$ cat src/rtl/qc_ldpc_enc_ctrl_param.sv
// ---------------------------------------------------------------------------
// qc_ldpc_enc_ctrl_param
//
// Control path for a quasi-cyclic LDPC encoder built around an SRAA
// (shift-register-adder-accumulator) datapath. The controller owns the
// bit-within-block and block counters and sequences two phases:
//
//   1. info accumulate : INFO_BLOCKS * CIRC_SIZE message bits are accepted
//                        over a valid/ready handshake; each accepted bit steps
//                        the SRAA once. A one-cycle NEXT_BLK gap between info
//                        blocks reloads the shift register with the next
//                        generator row.
//   2. parity unload   : the accumulator is transferred to the parity output
//                        register, then (TOTAL_BLOCKS-INFO_BLOCKS) * CIRC_SIZE
//                        parity bits are shifted out under downstream
//                        back-pressure, with no bubble between parity blocks.
//
// A one-cycle done pulse marks codeword completion, after which the FSM
// returns to IDLE. Synchronous reset aborts any codeword in flight.
//
// Ports
//   clk         : clock, all state on the rising edge
//   reset       : synchronous active-high reset / abort
//   start       : begin one codeword (only looked at in IDLE)
//   msg_valid   : message bit present at datapath input
//   msg_ready   : controller accepts a message bit (ACCUM only)
//   par_ready   : downstream accepts a parity bit
//   par_valid   : parity bit valid at datapath output (PAR_OUT only)
//   clear_acc   : clear SRAA accumulator
//   load_shift  : load SRAA shift register with current block's generator row
//   acc_en      : accumulate/shift one step (msg_valid & msg_ready)
//   load_par    : move accumulator into parity output register
//   par_shift   : shift parity register one bit (par_valid & par_ready)
//   bit_idx     : bit counter within current block
//   blk_idx     : current block index
//   busy        : high in every state except IDLE
//   done        : one-cycle pulse at codeword completion
// ---------------------------------------------------------------------------
module qc_ldpc_enc_ctrl_param #(
  parameter int CIRC_SIZE    = 87,
  parameter int INFO_BLOCKS  = 24,
  parameter int TOTAL_BLOCKS = 41,
  localparam int BIT_W = $clog2(CIRC_SIZE),
  localparam int BLK_W = $clog2(TOTAL_BLOCKS + 1)
) (
  input  logic             clk,
  input  logic             reset,
  input  logic             start,
  input  logic             msg_valid,
  output logic             msg_ready,
  input  logic             par_ready,
  output logic             par_valid,
  output logic             clear_acc,
  output logic             load_shift,
  output logic             acc_en,
  output logic             load_par,
  output logic             par_shift,
  output logic [BIT_W-1:0] bit_idx,
  output logic [BLK_W-1:0] blk_idx,
  output logic             busy,
  output logic             done
);

  // Parameter sanity: a bad configuration must fail at elaboration, not
  // produce a silently broken controller.
  if (TOTAL_BLOCKS <= INFO_BLOCKS || CIRC_SIZE < 2 || INFO_BLOCKS < 1) begin : g_param_check
    $error("qc_ldpc_enc_ctrl_param: illegal parameters (need CIRC_SIZE>=2, INFO_BLOCKS>=1, TOTAL_BLOCKS>INFO_BLOCKS)");
  end

  localparam logic [BIT_W-1:0] BIT_LAST       = BIT_W'(CIRC_SIZE - 1);
  localparam logic [BLK_W-1:0] BLK_INFO_LAST  = BLK_W'(INFO_BLOCKS - 1);
  localparam logic [BLK_W-1:0] BLK_PAR_FIRST  = BLK_W'(INFO_BLOCKS);
  localparam logic [BLK_W-1:0] BLK_TOTAL_LAST = BLK_W'(TOTAL_BLOCKS - 1);

  typedef enum logic [2:0] {
    S_IDLE     = 3'd0,
    S_INIT     = 3'd1,
    S_ACCUM    = 3'd2,
    S_NEXT_BLK = 3'd3,
    S_PAR_LOAD = 3'd4,
    S_PAR_OUT  = 3'd5,
    S_DONE     = 3'd6
  } state_t;

  state_t           state_q, state_d;
  logic [BIT_W-1:0] bit_idx_q, bit_idx_d;
  logic [BLK_W-1:0] blk_idx_q, blk_idx_d;

  logic bit_last;
  assign bit_last = (bit_idx_q == BIT_LAST);

  // State and counter registers.
  always_ff @(posedge clk) begin
    if (reset) begin
      state_q   <= S_IDLE;
      bit_idx_q <= '0;
      blk_idx_q <= '0;
    end else begin
      state_q   <= state_d;
      bit_idx_q <= bit_idx_d;
      blk_idx_q <= blk_idx_d;
    end
  end

  // Next-state, counter update and strobe decode. Strobes are decoded from
  // the current state; the handshake strobes additionally qualify with the
  // partner's valid/ready so that a stalled cycle changes nothing.
  always_comb begin
    state_d    = state_q;
    bit_idx_d  = bit_idx_q;
    blk_idx_d  = blk_idx_q;
    msg_ready  = 1'b0;
    par_valid  = 1'b0;
    clear_acc  = 1'b0;
    load_shift = 1'b0;
    acc_en     = 1'b0;
    load_par   = 1'b0;
    par_shift  = 1'b0;
    done       = 1'b0;

    case (state_q)
      S_IDLE: begin
        if (start) begin
          state_d = S_INIT;
        end
      end

      S_INIT: begin
        clear_acc  = 1'b1;
        load_shift = 1'b1;
        bit_idx_d  = '0;
        blk_idx_d  = '0;
        state_d    = S_ACCUM;
      end

      S_ACCUM: begin
        msg_ready = 1'b1;
        if (msg_valid) begin
          acc_en = 1'b1;
          if (bit_last) begin
            bit_idx_d = '0;
            // Block index is advanced in NEXT_BLK, or jumped to the first
            // parity block in PAR_LOAD, so it stays put here.
            if (blk_idx_q == BLK_INFO_LAST) begin
              state_d = S_PAR_LOAD;
            end else begin
              state_d = S_NEXT_BLK;
            end
          end else begin
            bit_idx_d = bit_idx_q + 1'b1;
          end
        end
      end

      S_NEXT_BLK: begin
        blk_idx_d  = blk_idx_q + 1'b1;
        load_shift = 1'b1;
        state_d    = S_ACCUM;
      end

      S_PAR_LOAD: begin
        load_par  = 1'b1;
        blk_idx_d = BLK_PAR_FIRST;
        bit_idx_d = '0;
        state_d   = S_PAR_OUT;
      end

      S_PAR_OUT: begin
        par_valid = 1'b1;
        if (par_ready) begin
          par_shift = 1'b1;
          if (bit_last) begin
            bit_idx_d = '0;
            if (blk_idx_q == BLK_TOTAL_LAST) begin
              // Final parity bit: leave blk_idx on the last block rather
              // than stepping past TOTAL_BLOCKS-1.
              state_d = S_DONE;
            end else begin
              // Reload in the same cycle so parity blocks stream without
              // a gap cycle.
              blk_idx_d  = blk_idx_q + 1'b1;
              load_shift = 1'b1;
            end
          end else begin
            bit_idx_d = bit_idx_q + 1'b1;
          end
        end
      end

      S_DONE: begin
        // start is deliberately not looked at here; a new codeword always
        // passes through IDLE.
        done    = 1'b1;
        state_d = S_IDLE;
      end

      default: begin
        state_d = S_IDLE;
      end
    endcase
  end

  assign busy    = (state_q != S_IDLE);
  assign bit_idx = bit_idx_q;
  assign blk_idx = blk_idx_q;

endmodule

$ cat config.mk
export PLATFORM = sky130hd
export DESIGN_NAME = qc_ldpc_enc_ctrl_param
export DESIGN_NICKNAME = d
export VERILOG_FILES = /design/src/rtl/qc_ldpc_enc_ctrl_param.sv
export SDC_FILE = /design/constraint.sdc
export NUM_CORES = 1
export LEC_CHECK = 0
export CORE_ASPECT_RATIO = 0.75
export CORE_MARGIN = 5
export CORE_UTILIZATION = 45
export DETAILED_ROUTE_END_ITERATION = 7
export HOLD_SLACK_MARGIN = 0.08
export PLACE_DENSITY = 0.73
export SYNTH_ARGS = -nofsm -noshare
export SYNTH_HDL_FRONTEND = slang
export SYNTH_SLANG_ARGS = --single-unit
export TNS_END_PERCENT = 30
$ cat constraint.sdc
create_clock -name clk -period 3 [get_ports clk]
set_input_delay 0.9 -clock clk [delete_from_list [all_inputs] [get_ports clk]]
set_output_delay 0.9 -clock clk [all_outputs]
set_load 0.1 [all_outputs]
# After elaboration in Yosys (flattened, before gate mapping)
# Cells that the tools add are included.
# classes
addsub	2
n_eq_ne	16
n_mux	29
n_reduce_logical	9
# ops
op	n
$pmux 6 s4	1
$mux 3	7
$mux 7	3
$pmux 7 s3	1
$mux 6	3
$pmux 3 s5	1
$ne 2x2->1 const B	7
$mux 1	12
$eq 3x3->1 const B	3
$add 7x1->7 const B	1
$eq 7x7->1 const B	1
$add 6x1->6 const B	1
$eq 3x2->1 const B	2
$eq 6x5->1 const B	1
$eq 6x6->1 const B	1
$reduce_and 6->1	1
$reduce_bool 3->1	2
$reduce_and 4->1	1
$reduce_bool 4->1	1
$reduce_or 2->1	2
$eq 3x1->1 const B	1
$logic_not 3->1	1
$reduce_and 3->1	1
$pmux 1 s2	1
# totals
register_bits	16
inputBits	5
out_inout_bits	22
elab_cells	59

# Longest topological paths before layout
# logic_depth
depth_word	5
ltp_mapped	7
mapped_depth_nobuf	7

# Least setup slack after synthesis
# Ideal clock, no wire load.
# synth_timing
path_kind	register to output
startpoint	register state_q[1]
endpoint	output port done
arrival_ps	2925
t_required_ps	2100
path_slack_ps	-825
stages_incl_launch_ff	4
n_path_buf	1
cell_sequence	dfxtp_1 buf_2 inv_1 nor3b_1
# synth_via
elab_chain_cells	2
# synth_rtl
element	line_no	source
start, declared	85	state_t state_q, state_d;
start signal, assigned	99	state_q <= state_d;
$eq 3x3->1	121	case (state_q)
$mux 1	121	
end, declared	61	output logic done
# Every way passes these cells.

# Worst setup path in the final report
# layout_timing
startpoint	register blk_idx_q[0], in the netlist blk_idx[0]
endpoint	output port load_shift
# layout_via
elab_chain_cells	5
# layout_rtl
element	line_no	source
start, declared	87	logic [BLK_W-1:0] blk_idx_q, blk_idx_d;
start signal, assigned	101	blk_idx_q <= blk_idx_d;
$eq 6x6->1	174	if (blk_idx_q == BLK_TOTAL_LAST) begin
$mux 1	174	
$mux 1	172	if (bit_last) begin
$mux 1	170	if (par_ready) begin
$pmux 1 s2	121	
end, declared	54	output logic load_shift,
# Every way passes these cells.

==> flow_summary.toml <==
[pwr]
combPwrFrac = 0.398
intPower_uw = 436
ir_worst_vdd_uv = 236
p_clk_frac = 0.264
p_per_area_nw_per_um2 = 456
p_leak_uw = 0.000626
seqPwrFrac = 0.338
power_uw = 737
p_sw_frac = 0.408
switchingPower_uw = 301

[route]
drtIter0Drc = 70
post-route-drc-count = 0
wl_per_cell_um = 14.5
vias = 1232
dr.pass1.iters = 4
vias_per_cell = 5.76
antenna_left = 0
routed_wl_mm = 3.10

[grt]
overflow = 0
antenna_found_initial = 0
grtUsageTotal = 0.162
grt_pass1_wl_mm = 5.20
grt_max_degree = 21
grt_pass1_vias = 1138

[yosys]
ys_ff_latch = 16
synth_top_area_share = 0.259
synth-xor-area-share = 0.00708
synth-simple-area-share = 0.380
synth_edf_count = 0
synth_compound_area_frac = 0.233
syn_area_per_cell_um2 = 8.04
yosysSeqAreaShare = 0.259
synth_mux_area_frac = 0.0263
synthAdderAreaFrac = 0.0404
synth_top_cell_by_area = "dfxtp_1"
synthCells = 154
synth.distinct_cells = 52
synth_area_um2 = 1240
synthArstFlopShare = 0
yosysWarnings = 0
synth_top_family_by_area = "simple AND/OR/NAND/NOR gates"
synth.top_cells.by_area = "dfxtp_1 (26%), nor2_1 (6.1%), ha_1 (4.0%)"
synthFlopType = "dfxtp_1"
syn-num-nets = 163

[critical_path]
worstSetupPathType = "reg2out"
cp_max_fo = 6
cp.required_ns = 2.10
crit_arrival_ns = 1.88
endpoint_kind = "primary output"
start_kind = "flop"

[place]
placed_cell_area_um2 = 1560
place_congestion = 0.892
io_buffers = 26
dp_cells = 210
dpl.hpwl_mm = 2.33

[sta]
whs_ns = 0.530
grt_setup_unrepaired = "no"
timing.final.crit_share = 0.928
hold_violations = 0
post-route-min-period_ns = 2.78
relSlewSlack = 0.552
timing.fmax_ghz = 0.359
skew_ns = 0.00220
worst_pin_slew_ns = 0.670
drv_slew = 0
setup_viol = 0

[floorplan]
die_w_um = 70.6
start_util = 0.472
io_pins = 27
placeableCoreArea_um2 = 2620
fp-row-count = 16
die_h_um = 55.4
die-area_um2 = 3910

[run]
max_cap_viol_count = 0

[cells_and_area]
antenna_cells = 0
layout.cells.non_filler = 214
layout-drive-gt1-share = 0.230
design_area_um2 = 1620
area_delta_synth_final_pct = 30.6
final_nets = 188

[cts]
ctsRootBufferMaster = "clkbuf_8"
cts_sinks = 16
htree_levels = 1
cts_tree = "yes"
clock_path_buffers = 2
clk_pin_slew_ns = 0.06
ctsResizeCount = 0
cts_made_buffers = 3
clock_latency_ns = 0.25
cts_setup_buffers = 0
ctsHoldBuffers = 0

[worst_hold_path]
hp-class = "reg2reg"

[status]
status = "finished clean"
[metrics by stage]
step / util / worst slack [ns] / setup TNS, ns
6_report: 0.616 / 0.216 / 0
4_1_cts: 0.615 / 0.0205 / 0
3_5_place_dp: 0.594 / 0.0215 / 0
2_1_floorplan: - / -0.468 / -0.468
5_1_grt: 0.616 / 0.0284 / 0
3_3_place_gp: 0.594 / 0.0160 / 0
[layout make-up]
cell class / count / area, µm²
Fill cell: 227 / 1010
Multi-Input combinational cell: 124 / 855
Sequential cell: 16 / 320
Timing Repair Buffer: 27 / 315
Clock buffer: 4 / 55.1
Tap cell: 36 / 45.0
Inverter: 7 / 26.3
[cells in the mapped netlist (2+ instances only)]
master	number
buf_2	3
a21oi_1	6
clkbuf_1	2
o21ai_0	4
nor3_1	4
nand2b_1	5
mux2_2	2
nand3b_1	3
dfxtp_1	16
nor2b_1	6
ha_1	4
o22ai_1	3
or3_1	3
inv_1	7
o21ai_1	3
o31ai_1	3
nand2_1	13
and3_1	2
nand3_1	7
o32ai_1	4
or2_1	2
nor2_1	20
a21o_1	3
[worst max-delay path: stages (launching register included)]
cell and delay, ns:
dfxtp_1 0.42, inv_1 0.07, ha_1 0.21, nand2b_1 0.15
or2_1 0.16, nand3_1 0.10, o21ai_0 0.14, and2_1 0.19
buf_12 0.18
[state kept, by name, summed over array words and instances, names as in the netlist]
| name | flops |
|---|---|
| bit_idx | 7 |
| blk_idx | 6 |
| state_q | 3 |
[path summary, 6_finish.rpt]
| kind | endpoint | slack [ns] | cells past startpoint | start |
|---|---|---|---|---|
| worst max register to register | blk_idx[0] | 1.09 | 5 | state_q[0] |
| worst min-delay path | blk_idx[0] | 0.53 | 2 | blk_idx[0] |
| worst max-delay path | load_shift | 0.22 | 8 | blk_idx[0] |
| worst min register to register | blk_idx[0] | 0.53 | 2 | blk_idx[0] |
[cells by family (layout without fill, tap and decap cells)]
group                    Yosys count  count (layout)
adder cells (fa/ha/maj)            4               4
buffers and inverters             14              38
AND/OR/NAND/NOR                   79              79
flip-flops                        16              16
multiplexers                       3               3
AO/OA/AOI/OAI                     37              37
XOR/XNOR                           1               1
[placed cells by master (no fill, tap or decap), types with 4 or more instances in the layout]
| cell type | Yosys | final |
|---|---|---|
| o21ai_0 | 4 | 4 |
| buf_12 | 0 | 8 |
| dfxtp_1 | 16 | 16 |
| nor2b_1 | 6 | 6 |
| o32ai_1 | 4 | 4 |
| ha_1 | 4 | 4 |
| nand2_1 | 13 | 13 |
| nor3_1 | 4 | 4 |
| clkbuf_8 | 0 | 4 |
| nand3_1 | 7 | 7 |
| buf_4 | 1 | 15 |
| nand2b_1 | 5 | 5 |
| inv_1 | 7 | 7 |
| nor2_1 | 20 | 20 |
| a21oi_1 | 6 | 6 |
[power groups by stage]
stage	Combinational [µW]	Clock, µW	Sequential, µW
floorplan	225	0	244
global placement	289	0	253
detailed placement	292	0	252
CTS	293	198	247
global route	308	212	252
finish	293	194	249
[metal layers]
layer	vias up	share of wire	GRT usage
li1	613	-	-
met1	585	0.50	0.223
met2	29	0.44	0.233
met3	5	0.051	0.0543
met4	0	0.012	0.0590
met5	-	0	0
No activity file was read; power rests on OpenSTA's default activity.
